## src/rtl/mbt_pixel_scheduler.sv

```systemverilog
// Raster-order pixel scheduler for the Mandelbrot ALU: steps a Q4.11 c coordinate
// across the grid, runs one ALU job per pixel and writes the count to the frame buffer.
`timescale 1ns/1ps
module mbt_pixel_scheduler #(
    parameter int H_RES   = 320,
    parameter int V_RES   = 240,
    parameter int ADDR_W  = 17,
    parameter int TIMEOUT = 255
) (
    input  logic              clk,
    input  logic              rst,
    input  logic              frame_start,
    input  logic [15:0]       x_min,
    input  logic [15:0]       y_max,
    input  logic [15:0]       step,
    output logic              busy,
    output logic              frame_done,
    output logic              timeout_flag,
    output logic              alu_rst,
    output logic              alu_start,
    output logic [15:0]       c_real,
    output logic [15:0]       c_img,
    input  logic              alu_valid,
    input  logic [6:0]        alu_d_out,
    output logic              fb_we,
    output logic [ADDR_W-1:0] fb_addr,
    output logic [6:0]        fb_data
);

    localparam int COL_W  = (H_RES > 1) ? $clog2(H_RES) : 1;
    localparam int ROW_W  = (V_RES > 1) ? $clog2(V_RES) : 1;
    localparam int WAIT_W = (TIMEOUT > 1) ? $clog2(TIMEOUT) : 1;

    localparam logic [COL_W-1:0]  COL_LAST  = COL_W'(H_RES - 1);
    localparam logic [ROW_W-1:0]  ROW_LAST  = ROW_W'(V_RES - 1);
    localparam logic [WAIT_W-1:0] WAIT_LAST = WAIT_W'(TIMEOUT - 1);
    localparam logic [6:0]        TIMEOUT_CODE = 7'd99;

    typedef enum logic [2:0] {
        S_IDLE,
        S_LOAD,
        S_ARST,
        S_START,
        S_WAIT,
        S_WRITE,
        S_DONE
    } state_t;

    state_t              state_q, state_d;
    logic [COL_W-1:0]    col_q, col_d;
    logic [ROW_W-1:0]    row_q, row_d;
    logic [ADDR_W-1:0]   addr_q, addr_d;
    logic [WAIT_W-1:0]   wait_q, wait_d;
    logic [15:0]         x_min_q, x_min_d;
    logic [15:0]         step_q, step_d;
    logic [15:0]         c_real_q, c_real_d;
    logic [15:0]         c_img_q, c_img_d;
    logic [6:0]          fb_data_q, fb_data_d;
    logic                timeout_q, timeout_d;

    always_ff @(posedge clk) begin
        if (rst) begin
            state_q   <= S_IDLE;
            col_q     <= '0;
            row_q     <= '0;
            addr_q    <= '0;
            wait_q    <= '0;
            x_min_q   <= '0;
            step_q    <= '0;
            c_real_q  <= '0;
            c_img_q   <= '0;
            fb_data_q <= '0;
            timeout_q <= 1'b0;
        end else begin
            state_q   <= state_d;
            col_q     <= col_d;
            row_q     <= row_d;
            addr_q    <= addr_d;
            wait_q    <= wait_d;
            x_min_q   <= x_min_d;
            step_q    <= step_d;
            c_real_q  <= c_real_d;
            c_img_q   <= c_img_d;
            fb_data_q <= fb_data_d;
            timeout_q <= timeout_d;
        end
    end

    always_comb begin
        state_d    = state_q;
        col_d      = col_q;
        row_d      = row_q;
        addr_d     = addr_q;
        wait_d     = wait_q;
        x_min_d    = x_min_q;
        step_d     = step_q;
        c_real_d   = c_real_q;
        c_img_d    = c_img_q;
        fb_data_d  = fb_data_q;
        timeout_d  = timeout_q;
        busy       = (state_q != S_IDLE);
        frame_done = 1'b0;
        alu_rst    = 1'b0;
        alu_start  = 1'b0;
        fb_we      = 1'b0;

        case (state_q)
            S_IDLE: begin
                if (frame_start) state_d = S_LOAD;
            end
            S_LOAD: begin
                x_min_d   = x_min;
                step_d    = step;
                col_d     = '0;
                row_d     = '0;
                addr_d    = '0;
                wait_d    = '0;
                c_real_d  = x_min;
                c_img_d   = y_max;
                timeout_d = 1'b0;
                state_d   = S_ARST;
            end
            S_ARST: begin
                alu_rst = 1'b1;
                state_d = S_START;
            end
            S_START: begin
                alu_start = 1'b1;
                wait_d    = '0;
                state_d   = S_WAIT;
            end
            S_WAIT: begin
                // A result arriving on the last allowed cycle still beats the timeout.
                if (alu_valid) begin
                    fb_data_d = alu_d_out;
                    state_d   = S_WRITE;
                end else if (wait_q == WAIT_LAST) begin
                    fb_data_d = TIMEOUT_CODE;
                    timeout_d = 1'b1;
                    state_d   = S_WRITE;
                end else begin
                    wait_d = wait_q + WAIT_W'(1);
                end
            end
            S_WRITE: begin
                fb_we = 1'b1;
                if (col_q != COL_LAST) begin
                    col_d    = col_q + COL_W'(1);
                    addr_d   = addr_q + ADDR_W'(1);
                    c_real_d = c_real_q + step_q;
                    state_d  = S_ARST;
                end else if (row_q != ROW_LAST) begin
                    col_d    = '0;
                    row_d    = row_q + ROW_W'(1);
                    addr_d   = addr_q + ADDR_W'(1);
                    c_real_d = x_min_q;
                    c_img_d  = c_img_q - step_q;
                    state_d  = S_ARST;
                end else begin
                    state_d = S_DONE;
                end
            end
            S_DONE: begin
                frame_done = 1'b1;
                state_d    = S_IDLE;
            end
            default: state_d = S_IDLE;
        endcase
    end

    assign timeout_flag = timeout_q;
    assign c_real       = c_real_q;
    assign c_img        = c_img_q;
    assign fb_addr      = addr_q;
    assign fb_data      = fb_data_q;

endmodule

```

## config.mk

```make
export PLATFORM = sky130hd
export DESIGN_NAME = mbt_pixel_scheduler
export DESIGN_NICKNAME = d
export VERILOG_FILES = /design/src/rtl/mbt_pixel_scheduler.sv
export SDC_FILE = /design/constraint.sdc
export NUM_CORES = 1
export LEC_CHECK = 0
export CORE_ASPECT_RATIO = 1.1
export CORE_MARGIN = 1.5
export CORE_UTILIZATION = 55
export DETAILED_ROUTE_END_ITERATION = 12
export PLACE_DENSITY = 0.83
export SLEW_MARGIN = 20
export SYNTH_ARGS = -nofsm -noshare
export SYNTH_HDL_FRONTEND = slang
export SYNTH_SLANG_ARGS = --single-unit
```

## constraint.sdc

```tcl
create_clock -name clk -period 6.4 [get_ports clk]
set_input_delay 1.28 -clock clk [delete_from_list [all_inputs] [get_ports clk]]
set_output_delay 1.28 -clock clk [all_outputs]
set_load 0.01 [all_outputs]
```

# Word level (Yosys, flattened, before mapping)
# Cells that the tools add are included.
# classes
add_sub_neg	6
multipliers	0
div_mod_pow	0
magnitude_cmp	0
eq_ne	17
shifts	0
muxes	33
n_bitwise	0
n_reduce_logical	13
# op_table
operator	n
two-way mux 16 bit	4
one-hot mux 16 bit (2 select lines)	2
two-way mux 17 bit	2
one-hot mux 17 bit (2 select lines)	1
two-way mux 8 bit	4
one-hot mux 8 bit (2 select lines)	2
two-way mux 9 bit	2
one-hot mux 3 bit (6 select lines)	1
one-hot mux 9 bit (2 select lines)	1
adder 17 x 1 -> 17 bit (second input constant)	1
adder 16 bit	1
adder 8 x 1 -> 8 bit (second input constant)	2
subtractor 16 bit	1
two-way mux 3 bit	5
two-way mux 7 bit	2
!= test 2 bit (second input constant)	6
adder 9 x 1 -> 9 bit (second input constant)	1
equality test 3 bit (second input constant)	3
!= test 9 bit (second input constant)	1
AND reduction 3 bit	3
equality test 8 bit (second input constant)	1
!= test 8 bit (second input constant)	1
nonzero test 2 bit	4
equality test 3 x 2 -> 1 bit (second input constant)	2
8 further kinds	16
# word_totals
reg_bits	117
latch_bits	0
ramBits	0
romBits	0
inputBits	59
output_inout_bits	62
word_cells	80
memories	0

# Depth between registers and ports, before layout
# Gate-level depths: netlist of the first run.
# logic_depth
word_depth	4
depth_mapped	10
mapped_depth_nobuf	10

# Least setup slack after synthesis of the first run
# Ideal clock, no wire load.
# synth_path
kind	register -> output
start	register state_q[0]
end	output port fb_we
arrival_time_ps	1401
t_required_ps	5120
slack_ps	3719
path_stages_with_launch	7
path_buffers	3
cell_sequence	dfxtp_1 -> nor2b_2 -> nand2_1 -> buf_2 -> clkinv_1 -> buf_2 -> buf_2
# synth_between
elab_chain_cells	2
# synth_lines
element	line	rtl
start: declaration	49	state_t state_q, state_d;
start signal: assignment	75	state_q <= state_d;
equality test 3 bit	107	case (state_q)
two-way mux 1 bit	107	
end: declaration	25	output logic fb_we,
# No other way between the ends.

# Worst setup path in the final report of the first run
# layout_path
start	register state_q[1]
end	output port fb_we
# The elaborated chain is that of the path after synthesis.

==> impl_metrics.env, run 1 <==
export IMPL_synthFlopType="dfxtp_1"
export IMPL_synthSimpleGateAreaFrac=0.241
export IMPL_h_tree_depth=4
export IMPL_vias_per_cell=5.97
export IMPL_numPortBuffers=120
export IMPL_worst_pin_slew_ns=0.900
export IMPL_cts_resized=0
export IMPL_grt_overflow=0
export IMPL_finalNetCount=1041
export IMPL_async_flop_share=0
export IMPL_regArea_um2=2340
export IMPL_yosys_area_share_xor_xnor=0.0508
export IMPL_cts_tree="yes"
export IMPL_reg2reg_slack_ns=3.22
export IMPL_postSynthAreaPerCell_um2=7.74
export IMPL_yosysMostFrequentCell="nand2_1"
export IMPL_synth_edff_count=0
export IMPL_criticalPathCategory="flop to output port"
export IMPL_slew_headroom=0.400
export IMPL_cts_path_max_buffers=2
export IMPL_synthesis_area_um2=6550
export IMPL_min_period_ns=3.61
export IMPL_power_density_nw_per_um2=259
export IMPL_synth_compound_area_share=0.228
export IMPL_remaining_drc_errors=0
export IMPL_drive_gt1_frac=0.0595
export IMPL_dpl_cell_area_um2=7790
export IMPL_antenna_left=0
export IMPL_cp_arrival_ns=2.33
export IMPL_cts_buffers=17
export IMPL_n_fill_cell=934
export IMPL_leakagePower_nw=3.12
export IMPL_ys_seq_area_frac=0.358
export IMPL_root_buffer="clkbuf_16"
export IMPL_hold_depth=2
export IMPL_slew_viol_final=0
export IMPL_synth_cell_types=67
export IMPL_synth_net_count=942
export IMPL_grt_usage=0.288
export IMPL_place_gp_congestion=0.896
export IMPL_design_portCount=121
export IMPL_critical_path_max_fanout=47
export IMPL_antenna_cells=0
export IMPL_hold_ws_ns=0.455
export IMPL_final_area_um2=8380
export IMPL_synth_top_family_by_area="simple AND/OR/NAND/NOR gates"
export IMPL_fp_dieW_um=107
export IMPL_synth_commonest_cells="147 x nand2_1, 117 x dfxtp_1, 97 x a21oi_1, 81 x nor2_1, 43 x o21ai_0"
export IMPL_max_stage_delay_ns=0.55
export IMPL_area_growth_pct=27.9
export IMPL_finalSetupViolCount=0
export IMPL_hold_end="x_min_q[8]"
export IMPL_design_die_area_um2=12600
export IMPL_synth_fa_ha_area_frac=0.0730
export IMPL_crit_path_end_kind="output port"
export IMPL_synth_top_area_share=0.358
export IMPL_ys_ff_latch=117
export IMPL_finalHoldViolCount=0
export IMPL_dp_hpwl_mm=11.8
export IMPL_irDropWorstVdd_uv=161
export IMPL_crit_required_ns=5.12
export IMPL_r2r_end="row_q[5]"
export IMPL_dr_pass1_iters=6
export IMPL_cts_sinks=117
export IMPL_worst_path_buf_inv=3
export IMPL_drtIter0Drc=558
export IMPL_ctsHoldBuffers=0
export IMPL_wl_per_cell_um=16.1
export IMPL_outcome="complete, no violations"
export IMPL_grt_first_pass_wirelength_mm=29.0
export IMPL_start_util=0.567
export IMPL_grt_max_degree=84
export IMPL_grt_pass1_vias=6178
export IMPL_worst_r2r_cell_count=8
export IMPL_clkTransAtPathRegs_ns=0.06
export IMPL_hold_path_startpoint="x_min_q[8]"
export IMPL_num_rows=41
export IMPL_worstSkewPairLatency_ns=0.42
export IMPL_synthMuxAreaShare=0.00459
export IMPL_fin_setup_tns_ns=0
export IMPL_crit_family="buffers and inverters"
export IMPL_antenna_found_initial=0
export IMPL_max_cap_viol_count=0
export IMPL_rsz0062_at_grt="false"
export IMPL_yosysWarnings=0
export IMPL_drt_wl_total_mm=17.8
export IMPL_timing_fmax_ghz=0.277
export IMPL_critPathLaunchType="flop"
export IMPL_netlist_instances=846
export IMPL_crit_path_top_delay_cell="dfxtp_1"
export IMPL_worstPathCellList="nor2b_2 > nand2_1 > buf_4 > clkinv_1 > clkdlybuf4s50_1"
export IMPL_worstReg2RegStart="col_q[0]"
export IMPL_synth_largest_area_cell="dfxtp_1"
export IMPL_synthTopCellsByArea="dfxtp_1 36%, nand2_1 8.4%, a21oi_1 7.4%, ha_1 6.7%, nor2_1 4.6%"
export IMPL_multi_input_area_um2=3920
export IMPL_final_period_utilization=0.564
export IMPL_coreArea_um2=11500
export IMPL_min_path_type="flop to flop"
export IMPL_post_cts_setup_buffers=0
export IMPL_die_h_um=117
export IMPL_num_vias=6611
export IMPL_skew_ns=0.00841
worst max-delay path by stage:
stage	cells after the start	from	slack [ns]	end
after floorplan	6	state_q[0]	3.72	fb_we
after detailed placement	5	rst	2.84	fb_addr[6]
after global routing	5	state_q[1]	2.70	fb_we
after CTS	5	state_q[1]	2.80	fb_we
final	5	state_q[1]	2.79	fb_we
after global placement	5	rst	2.89	fb_addr[16]
per-layer routing:
metal / vias to the layer above / wire length (um) / GRT usage
met5: - / 0 / 0
met4: 0 / 536 / 0.138
met3: 48 / 1290 / 0.0595
met2: 305 / 8390 / 0.464
met1: 3038 / 7630 / 0.365
li1: 3220 / - / -
stage by stage:
step	setup WS (ns)	std cells	utilization	power, mW
final	2.79	1108	0.726	2.17
after global routing	2.70	1108	0.726	2.26
after CTS	2.80	1108	0.726	2.17
after detailed placement	2.84	1076	0.675	1.23
after global placement	2.89	1076	0.675	1.23
after floorplan	3.72	846	-	1.09
power by group:
group	internal (mW)	leakage (nW)	total, mW	switching, mW
clock network	0.573	0.267	0.941	0.369
registers	0.762	0.950	0.797	0.0346
logic	0.197	1.90	0.432	0.236
layout by cell type (no fill, tap or decap), drive strengths merged, types with 6 or more instances in the layout:
master / instances
a211oi: 10
a21o: 8
a21oi: 97
a22oi: 6
a311oi: 12
a31oi: 8
and2: 6
and3: 13
buf: 7
clkbuf: 17
clkdlybuf4s50: 119
clkinv: 7
clkinvlp: 6
dfxtp: 117
ha: 35
inv: 27
nand2: 147
nand3: 15
nand4: 15
nor2: 82
nor2b: 6
nor3: 19
nor4: 7
o211ai: 9
o21ai: 45
or3: 18
xnor2: 20
xor2: 18
logic make-up (layout without fill, tap and decap cells):
family | Yosys count | after routing
compound gates | 236 | 236
mux | 3 | 3
xor+xnor | 38 | 38
fa+ha+maj | 37 | 37
buf+inv | 73 | 185
flops | 117 | 117
simple gates | 342 | 342
cell type report:
type                            count  share of cell area
Tap cell                          150              0.0224
Timing Repair Buffer              126               0.148
Multi-Input combinational cell    656               0.468
Clock buffer                       17              0.0508
Inverter                           27              0.0121
Clock inverter                     15              0.0190
Sequential cell                   117               0.280
tightest hold or removal path, cell delays in order (launching register included):
cell and delay (ns):
dfxtp_1 0.30, nand2_1 0.05, a21oi_1 0.05
registers in the layout, indices dropped and copies added (netlist names):
register,count
step_q,16
wait_q,8
c_img,16
timeout_flag,1
x_min_q,16
fb_addr,17
col_q,9
fb_data,7
c_real,16
state_q,3
row_q,8
Note: power is estimated with default switching activity, not from simulation.
==> inputs of run 2 (changes only) <==
Settings changed: CORE_UTILIZATION 55 to 53, PLACE_DENSITY 0.83 to 0.81.
Clock period 6.4 ns to 3.8 ns, I/O delays scaled along.
==> run 2 against run 1 <==
Wire length shrank 1.0%. Design area grew 0.13%. Count of clock-buffer cells in the layout grew 8. Combinational power grew 68%. Non-clock buffer count grew 4. Via count shrank 0.48%. Die area grew 3.7%.
==> impl_metrics.env, run 2 (synthesis results as in run 1) <==
export IMPL_outcome="complete, no violations"
export IMPL_n_fill_cell=999
export IMPL_min_period_ns=3.00
export IMPL_remaining_drc_errors=0
export IMPL_clkTransAtPathRegs_ns=0.05
export IMPL_dr_pass1_iters=5
export IMPL_min_path_type="flop to flop"
export IMPL_fp_dieW_um=109
export IMPL_finalSetupViolCount=0
export IMPL_coreArea_um2=12000
export IMPL_wl_per_cell_um=15.9
export IMPL_worstSkewPairLatency_ns=0.42
export IMPL_worstPathCellList="nor2b_2 > nand2_1 > buf_4 > clkinv_1 > clkdlybuf4s50_1"
export IMPL_finalHoldViolCount=0
export IMPL_slew_headroom=0.385
export IMPL_crit_path_end_kind="output port"
export IMPL_layout_common_cells="147 x nand2_1, 119 x clkdlybuf4s50_1, 117 x dfxtp_1, 97 x a21oi_1, 81 x nor2_1"
export IMPL_die_h_um=120
export IMPL_final_period_utilization=0.790
export IMPL_crit_required_ns=3.04
export IMPL_cp_arrival_ns=2.24
export IMPL_ctsHoldBuffers=0
export IMPL_worst_pin_slew_ns=0.923
export IMPL_hold_ws_ns=0.456
export IMPL_finalNetCount=1045
export IMPL_critical_path_max_fanout=29
export IMPL_skew_ns=0.00921
export IMPL_h_tree_depth=4
export IMPL_drive_gt1_frac=0.0584
export IMPL_cts_resized=0
export IMPL_num_vias=6579
export IMPL_grt_overflow=0
export IMPL_root_buffer="clkbuf_16"
export IMPL_crit_path_top_delay_cell="dfxtp_1"
export IMPL_dp_hpwl_mm=12.1
export IMPL_grt_usage=0.281
export IMPL_antenna_found_initial=0
export IMPL_regArea_um2=2340
export IMPL_area_growth_pct=28.1
export IMPL_antenna_left=0
export IMPL_cts_sinks=117
export IMPL_cts_path_max_buffers=2
export IMPL_power_mw=3.60
export IMPL_grt_max_degree=83
export IMPL_grt_first_pass_wirelength_mm=29.1
export IMPL_cts_tree="yes"
export IMPL_start_util=0.544
export IMPL_place_gp_congestion=0.915
export IMPL_drt_wl_total_mm=17.7
export IMPL_antenna_cells=0
export IMPL_drtIter0Drc=468
export IMPL_slew_viol_final=0
export IMPL_cts_buffers=17
export IMPL_power_density_nw_per_um2=429
export IMPL_vias_per_cell=5.91
export IMPL_max_stage_delay_ns=0.55
export IMPL_critPathLaunchType="flop"
export IMPL_rsz0062_at_grt="false"
export IMPL_timing_fmax_ghz=0.333
export IMPL_irDropWorstVdd_uv=304
export IMPL_fin_setup_tns_ns=0
export IMPL_design_die_area_um2=13000
export IMPL_max_cap_viol_count=0
export IMPL_design_portCount=121
export IMPL_leakagePower_nw=3.15
export IMPL_largest_reg_flops=17
export IMPL_layout_cells_most_common="nand2_1"
export IMPL_grt_pass1_vias=5980
export IMPL_multi_input_area_um2=3920
export IMPL_numPortBuffers=120
export IMPL_post_cts_setup_buffers=0
export IMPL_criticalPathCategory="flop to output port"
export IMPL_num_rows=42
## run 2: changes by cell type in the layout (fill, tap and decap cells not counted)
cell,change
clkinv_2,+1
bufinv_16,-1
clkbuf_8,+6
inv_6,-1
clkinv_4,-4
clkbuf_1,+2
clkinvlp_4,-6
buf_4,+4
## run 2: area by class of cell
cell class                      instances  share of cell area
Sequential cell                       117               0.279
Clock buffer                           25              0.0614
Multi-Input combinational cell        656               0.467
Tap cell                              154              0.0230
Clock inverter                          4             0.00537
Timing Repair Buffer                  130               0.152
Inverter                               27              0.0121
## run 2: where the power goes
part | leakage, nW | internal, mW | switching, mW
Sequential | 0.950 | 1.28 | 0.0570
Clock | 0.281 | 0.988 | 0.542
Combinational | 1.92 | 0.334 | 0.392
## run 2: metrics by stage
stage / cells / area, um^2 / setup WS (ns) / util
4_1_cts: 1113 / 8390 / 0.781 / 0.697
5_1_grt: 1113 / 8390 / 0.646 / 0.697
3_5_place_dp: 1084 / 7830 / 1.06 / 0.651
3_3_place_gp: 1084 / 7830 / 1.12 / 0.651
6_report: 1113 / 8390 / 0.796 / 0.697
2_1_floorplan: 846 / 6550 / 1.56 / -
## run 2: worst paths after layout
kind                  to   startpoint  slack (ns)  cells after the start
min reg2reg  x_min_q[15]  x_min_q[15]        0.46                      2
max reg2reg    c_real[0]     col_q[0]        1.02                      9
min          x_min_q[15]  x_min_q[15]        0.46                      2
max                fb_we   state_q[1]        0.80                      5
## run 2: per-layer routing
metal  track usage  share of wire
met1         0.377           0.44
met2         0.444           0.47
met3        0.0532          0.067
met4         0.111          0.022
met5             0              0
## run 2: critical path: cells and delay by family (launching register included)
family / cells / cell delay (ns)
buffers and inverters: 3 / 1.00
and+or+nand+nor: 2 / 0.25
DFF: 1 / 0.55
